$ cat src/rtl/bp_be_pkg.sv
// Shared types and defaults for the back-end system-pipe interrupt sequencer.
// Optional drain watchdog in the sequencer is enabled with BP_BE_IRQ_WATCHDOG_EN.
package bp_be_pkg;

  typedef enum logic [0:0] {
    e_bp_default_cfg = 1'b0
  } bp_params_e;

  typedef enum logic [1:0] {
    e_idle   = 2'd0,
    e_drain  = 2'd1,
    e_fire   = 2'd2,
    e_settle = 2'd3
  } bp_be_irq_seq_state_e;

  localparam int unsigned bp_be_irq_settle_cycles_lp = 32'd2;
  localparam int unsigned bp_be_irq_timeout_lp       = 32'd1024;

endpackage

$ cat src/rtl/bp_be_irq_drain_tracker.sv
// In-flight shadow of dispatched instructions plus the "pipeline drained" qualifier
// used by the interrupt sequencer before it takes an interrupt.
module bp_be_irq_drain_tracker
 #(parameter int unsigned pipe_depth_p = 32'd3)
  (input  logic clk_i,
   input  logic reset_i,
   input  logic clear_i,
   input  logic accept_i,
   input  logic commit_v_i,
   input  logic pipe_mem_ready_i,
   input  logic pipe_long_ready_i,
   output logic drained_o);

  logic [pipe_depth_p-1:0] shadow_r;
  logic [pipe_depth_p-1:0] shadow_n;

  // Shift in accepted issues each cycle; a flush drops everything in flight.
  always_comb begin
    shadow_n = shadow_r;
    if (clear_i) begin
      shadow_n = '0;
    end else begin
      shadow_n = (shadow_r << 1'b1) | pipe_depth_p'(accept_i);
    end
  end

  // Shadow register.
  always_ff @(posedge clk_i) begin
    if (reset_i) begin
      shadow_r <= '0;
    end else begin
      shadow_r <= shadow_n;
    end
  end

  assign drained_o = (shadow_r == '0) & pipe_mem_ready_i & pipe_long_ready_i & ~commit_v_i;

endmodule

$ cat src/rtl/bp_be_sys_irq_sequencer.sv
// Interrupt-entry sequencer: closes dispatch, drains in-flight work, fires a one-cycle take
// strobe and holds dispatch closed while the trap commits. Watchdog: BP_BE_IRQ_WATCHDOG_EN.
module bp_be_sys_irq_sequencer
  import bp_be_pkg::*;
 #(parameter bp_params_e  bp_params_p     = e_bp_default_cfg,
   parameter int unsigned pipe_depth_p    = 32'd3,
   parameter int unsigned settle_cycles_p = bp_be_irq_settle_cycles_lp,
   parameter int unsigned timeout_p       = bp_be_irq_timeout_lp)
  (input  logic clk_i,
   input  logic reset_i,
   input  logic irq_pending_i,
   input  logic issue_v_i,
   input  logic commit_v_i,
   input  logic flush_i,
   input  logic pipe_mem_ready_i,
   input  logic pipe_long_ready_i,
   output logic issue_ready_o,
   output logic interrupt_v_o,
   output logic drain_flush_o,
   output logic watchdog_o);

  localparam int unsigned settle_width_lp = $clog2(settle_cycles_p + 32'd1);
  localparam logic [settle_width_lp-1:0] settle_load_lp = settle_width_lp'(settle_cycles_p - 32'd1);

  if ((pipe_depth_p < 32'd1) || (settle_cycles_p < 32'd1) || (timeout_p < 32'd1)
      || (bp_params_p != e_bp_default_cfg)) begin : g_bad_cfg
    $error("bp_be_sys_irq_sequencer: unsupported parameterisation");
  end

  bp_be_irq_seq_state_e state_r, state_n;
  logic [settle_width_lp-1:0] settle_cnt_r, settle_cnt_n;
  logic drained_s;
  logic accept_s;
  logic shadow_clear_s;

  assign issue_ready_o  = (state_r == e_idle) & ~irq_pending_i & ~reset_i;
  assign interrupt_v_o  = (state_r == e_fire);
  assign accept_s       = issue_v_i & issue_ready_o;
  assign shadow_clear_s = flush_i | drain_flush_o;

  bp_be_irq_drain_tracker
   #(.pipe_depth_p(pipe_depth_p))
   tracker
    (.clk_i            (clk_i),
     .reset_i          (reset_i),
     .clear_i          (shadow_clear_s),
     .accept_i         (accept_s),
     .commit_v_i       (commit_v_i),
     .pipe_mem_ready_i (pipe_mem_ready_i),
     .pipe_long_ready_i(pipe_long_ready_i),
     .drained_o        (drained_s));

  // Next-state logic; settle ignores the pending line so the trap can commit undisturbed.
  always_comb begin
    state_n      = state_r;
    settle_cnt_n = settle_cnt_r;
    case (state_r)
      e_idle: begin
        if (irq_pending_i) begin
          state_n = e_drain;
        end else begin
          state_n = e_idle;
        end
      end
      e_drain: begin
        if (~irq_pending_i) begin
          state_n = e_idle;
        end else if (drained_s) begin
          state_n = e_fire;
        end else begin
          state_n = e_drain;
        end
      end
      e_fire: begin
        state_n      = e_settle;
        settle_cnt_n = settle_load_lp;
      end
      e_settle: begin
        if (settle_cnt_r == '0) begin
          state_n = e_idle;
        end else begin
          settle_cnt_n = settle_cnt_r - 1'b1;
        end
      end
      default: begin
        state_n      = e_idle;
        settle_cnt_n = '0;
      end
    endcase
  end

  // State and settle counter registers.
  always_ff @(posedge clk_i) begin
    if (reset_i) begin
      state_r      <= e_idle;
      settle_cnt_r <= '0;
    end else begin
      state_r      <= state_n;
      settle_cnt_r <= settle_cnt_n;
    end
  end

`ifdef BP_BE_IRQ_WATCHDOG_EN
  localparam int unsigned timeout_width_lp = $clog2(timeout_p + 32'd1);
  localparam logic [timeout_width_lp-1:0] timeout_last_lp = timeout_width_lp'(timeout_p - 32'd1);

  logic [timeout_width_lp-1:0] wd_cnt_r;
  logic drain_flush_r;
  logic watchdog_r;
  logic stay_drain_s;

  assign stay_drain_s = (state_r == e_drain) & (state_n == e_drain);

  // Drain watchdog: the flush pulse lands on the cycle the count reaches timeout_p.
  always_ff @(posedge clk_i) begin
    if (reset_i) begin
      wd_cnt_r      <= '0;
      drain_flush_r <= 1'b0;
      watchdog_r    <= 1'b0;
    end else if (stay_drain_s && (wd_cnt_r == timeout_last_lp)) begin
      wd_cnt_r      <= '0;
      drain_flush_r <= 1'b1;
      watchdog_r    <= 1'b1;
    end else if (stay_drain_s) begin
      wd_cnt_r      <= wd_cnt_r + 1'b1;
      drain_flush_r <= 1'b0;
    end else begin
      wd_cnt_r      <= '0;
      drain_flush_r <= 1'b0;
    end
  end

  assign drain_flush_o = drain_flush_r;
  assign watchdog_o    = watchdog_r;
`else
  assign drain_flush_o = 1'b0;
  assign watchdog_o    = 1'b0;
`endif

endmodule

$ cat config.mk
export PLATFORM = sky130hd
export DESIGN_NAME = bp_be_sys_irq_sequencer
export DESIGN_NICKNAME = d
export VERILOG_FILES = /design/src/rtl/bp_be_pkg.sv /design/src/rtl/bp_be_irq_drain_tracker.sv /design/src/rtl/bp_be_sys_irq_sequencer.sv
export SDC_FILE = /design/constraint.sdc
export NUM_CORES = 1
export LEC_CHECK = 0
export ABC_CLOCK_PERIOD_IN_PS = 1600
export CORE_AREA = 2 2 39 41
export DETAILED_ROUTE_END_ITERATION = 16
export DIE_AREA = 0 0 41 43
export GPL_ROUTABILITY_DRIVEN = 1
export PLACE_DENSITY = 0.61
export SLEW_MARGIN = 20
export SYNTH_ARGS = -nofsm -noshare
export SYNTH_HDL_FRONTEND = slang
export SYNTH_SLANG_ARGS = --single-unit
$ cat constraint.sdc
create_clock -name clk_i -period 1.6 [get_ports clk_i]
set_input_delay 0.32 -clock clk_i [delete_from_list [all_inputs] [get_ports clk_i]]
set_output_delay 0.32 -clock clk_i [all_outputs]
set_load 0.01 [all_outputs]
Word-level counts from Yosys, hierarchy flattened
Index checks and enable logic that the tools add are counted.
- bits in registers: 7
- logic and storage cells: 32
- add/subtract/negate cells: 1
- equality and inequality tests: 5
- mux-type cells: 7
- bitwise gates (word level): 10
- reductions and logical operators: 6
- operators by type and width (cell ; count):
    $mux 2 ; 4
    $pmux 2 s4 ; 1
    $and 1x1->1 ; 6
    $eq 2x2->1 const B ; 2
    $logic_not 2->1 ; 2
    $ne 2x2->1 const B ; 2
    $pmux 2 s2 ; 1
    $logic_not 3->1 ; 1
    $not 1->1 ; 3
    $or 3x1->3 ; 1
    $eq 2x1->1 const B ; 1
    $reduce_and 2->1 ; 1
    $reduce_bool 2->1 ; 1
    $reduce_or 2->1 ; 1
    $sub 2x1->2 const B ; 1
    $mux 1 ; 1

Longest topological paths before layout
- word-level depth: 7
- mapped depth: 5
- gate-level depth less buffers: 5

Modules after synthesis
Synthesis repeated with hierarchy kept, for this count alone.
- cell total of the unflattened synthesis: 36
- area total of the unflattened synthesis: 360.3 µm²
- modules (own cells, without submodules) (module ; instances ; cells each ; area each (µm²) ; sequential area each (µm²)):
    bp_be_sys_irq_sequencer ; 1 ; 27 ; 256.5 ; 80.1
    bp_be_irq_drain_tracker ; 1 ; 9 ; 103.8 ; 60.1

Worst setup path after synthesis
No wires, ideal clock.
- path type: flip-flop to output port
- from: register (tool-made name)
- to: output issue_ready_o
- arrival: 0.791 ns
- data required time: 1.280 ns
- setup slack: 0.489 ns
- cell stages (with the launch flop): 2
- buffers on the path: 0
- cells stage by stage: dfxtp_1 > nor4_1
- RTL lines (what ; RTL line ; text):
    end: declaration ; bp_be_sys_irq_sequencer.sv:17 ; output logic issue_ready_o,

Worst setup path in the final report
- from: input irq_pending_i
- to: output issue_ready_o
- longest elaborated chain between the ends: 3
- RTL lines (what ; RTL line ; text):
    start: declaration ; bp_be_sys_irq_sequencer.sv:11 ; input logic irq_pending_i,
    $not 1->1 ; - ;
    $and 1x1->1 (2 in series) ; bp_be_sys_irq_sequencer.sv:36 ; assign issue_ready_o = (state_r == e_idle) & ~irq_pending_i & ~reset_i;
No other way between the ends.

==> flow_summary.toml <==
[yosys]
synthArstFlopShare_pct = 0
netlist_area_um2 = 330.3
ys_seq_elements = 7
syn_inst = 35
synth_edf_count = 0
yosysSeqAreaShare_pct = 42.42
synth.distinct_cells = 21
synth_flop_cell = "dfxtp_1"
avgSynthCellArea_um2 = 9.438
yosysWarnings = 0

[timing]
max_freq_mhz = 652.5
fin_skew_ps = 4.611
setup_slack_ps = 67.40
min_period_over_period_pct = 95.79
grt_setup_unrepaired = "no"
slew_viol_final = 0
setup_viol = 0
hold_viol = 0
tns_ps = 0
fin_crit_ps = 1533

[layout]
utilization_pct = 34.90
layout_common_cells = "dfxtp_1 (7), clkdlybuf4s50_1 (7), nor2_1 (4), buf_4 (4)"
syn2layout_area_growth_pct = 46.21
fillers = 144
diodes = 0
layout.nets = 61
drive_above_1_share_pct = 17.65

[setup_path]
critical_path_class = "input port to output pin"
critPathSlowestCell = "clkdlybuf4s50_1"
cpPeakStageDelay_ps = 420
crit_path_end_kind = "output pin"
arrival_ps = 1210
critical_path.cell_chain = "clkdlybuf4s50_1 -> nor4_1 -> dlygate4sd1_1"
critPathLaunchType = "input port"
cp_max_fo = 2
worstPathRequired_ps = 1280
cp_top_family = "buffers and inverters"
cp.buffers_inverters = 2

[detailed_routing]
routedWlPerCell_um = 9.597
dr.pass1.iters = 1
remaining_drc_errors = 0
drt-total-wl_um = 643
postRouteAntennaNets = 0
vias = 286
viasPerCell = 4.269
drt_iter0_drc = 0

[floorplanning]
start_util_pct = 23.87
fp.dieH_um = 43
core_um2 = 1384
die_x_um = 41
rows = 14
fp.dieArea_um2 = 1763
io_pins = 12

[grt]
grt_max_degree = 8
antenna_found_initial = 0
grtUsageTotal_pct = 8.635
grt_remaining_overflow = 0
grt_pass1_wl_um = 1021
grt_pass1_vias = 261

[cts]
clock_sinks = 7
clockBufferDepth = 2
ctsResizeCount = 2
path_clk_slew_ps = 50
cts_tree = "built"
numCtsBuffers = 3
clkLatencyLatePin_ps = 250
cts_hold_buf = 0
htree_levels = 1
cts_root_buf = "clkbuf_4"
cts_setup_buffers = 0

[job]
drv_cap = 0

[pwr]
peakVddDrop_v = 0.0003362
p_leak_uw = 0.0001979
power_uw = 384.7
power.density_nw_per_um2 = 796.5

[place]
dpl.hpwl_um = 514.9
place_congestion = 0.7385
pre_cts_slack_ps = -260.0
portBuffers = 9

[hold_path]
hold_class = "flip-flop to flip-flop"

[outcome]
status = "complete, no violations"
==> cells in the mapped netlist (2+ instances only) <==
master   instances  area share [%]
dfxtp_1          7              42
inv_1            3             3.4
nor2b_1          2             3.8
nor2_1           4             4.5
and2_1           2             3.8
buf_4            2             4.5
==> cell type report <==
type                       count  area [um^2]  area share (%)
sequential                     7        140.1           29.02
multi-input combinational     24        167.7           34.72
tap                           16        20.02           4.145
inverter                       3        11.26           2.332
timing repair buffer          13        117.6           24.35
clock buffer                   4        26.28           5.440
==> through the flow <==
step,area (um^2),instances,hold slack [ps]
finish,483.0,67,454.3
global route,483.0,67,474.5
CTS,483.0,67,458.3
detailed placement,459.2,63,441.3
global placement,459.2,63,437.3
floorplan,334.1,36,392.4
==> worst paths after layout <==
check	startpoint	to	slack, ps	depth (start not counted)
min reg2reg	tracker.shadow_r[0]$_SDFF_PP0_	tracker.shadow_r[1]$_SDFF_PP0_	450	1
max	irq_pending_i	issue_ready_o	70	3
max reg2reg	settle_cnt_r[0]$_SDFFE_PP0P_	settle_cnt_r[1]$_SDFFE_PP0P_	440	5
min	tracker.shadow_r[0]$_SDFF_PP0_	tracker.shadow_r[1]$_SDFF_PP0_	450	1
==> per-layer routing <==
| metal | GRT usage [%] | wire, um | vias up |
|---|---|---|---|
| met5 | 0 | 0 | - |
| li1 | - | - | 155 |
| met1 | 9.003 | 285 | 123 |
| met3 | 6.283 | 55 | 0 |
| met2 | 13.44 | 302 | 8 |
| met4 | 2.000 | 0 | 0 |
==> kinds of logic (layout without fill, tap and decap cells) <==
kind of cell / Yosys count / after routing / share of synthesized area, %
other: 1 / 2 / 1.135
DFF: 7 / 7 / 42.42
AOI/OAI and AO/OA: 7 / 7 / 18.19
buffers and inverters: 5 / 20 / 7.953
and+or+nand+nor: 14 / 14 / 26.52
adders and majority gates: 1 / 1 / 3.787
==> power breakdown <==
part	leakage, uW	internal (uW)	switching, uW
Combinational	0.000126	28.8	16.7
Clock	0.0000150	95.2	65.0
Sequential	0.0000567	178	1.53
==> worst reg2reg max path: stages (launching register included) <==
cell     delay (ps)
dfxtp_1         330
inv_1            60
ha_1            230
a21bo_2         240
a32oi_1         140
nor2_1           50
Note: power is estimated with default switching activity, not from simulation.
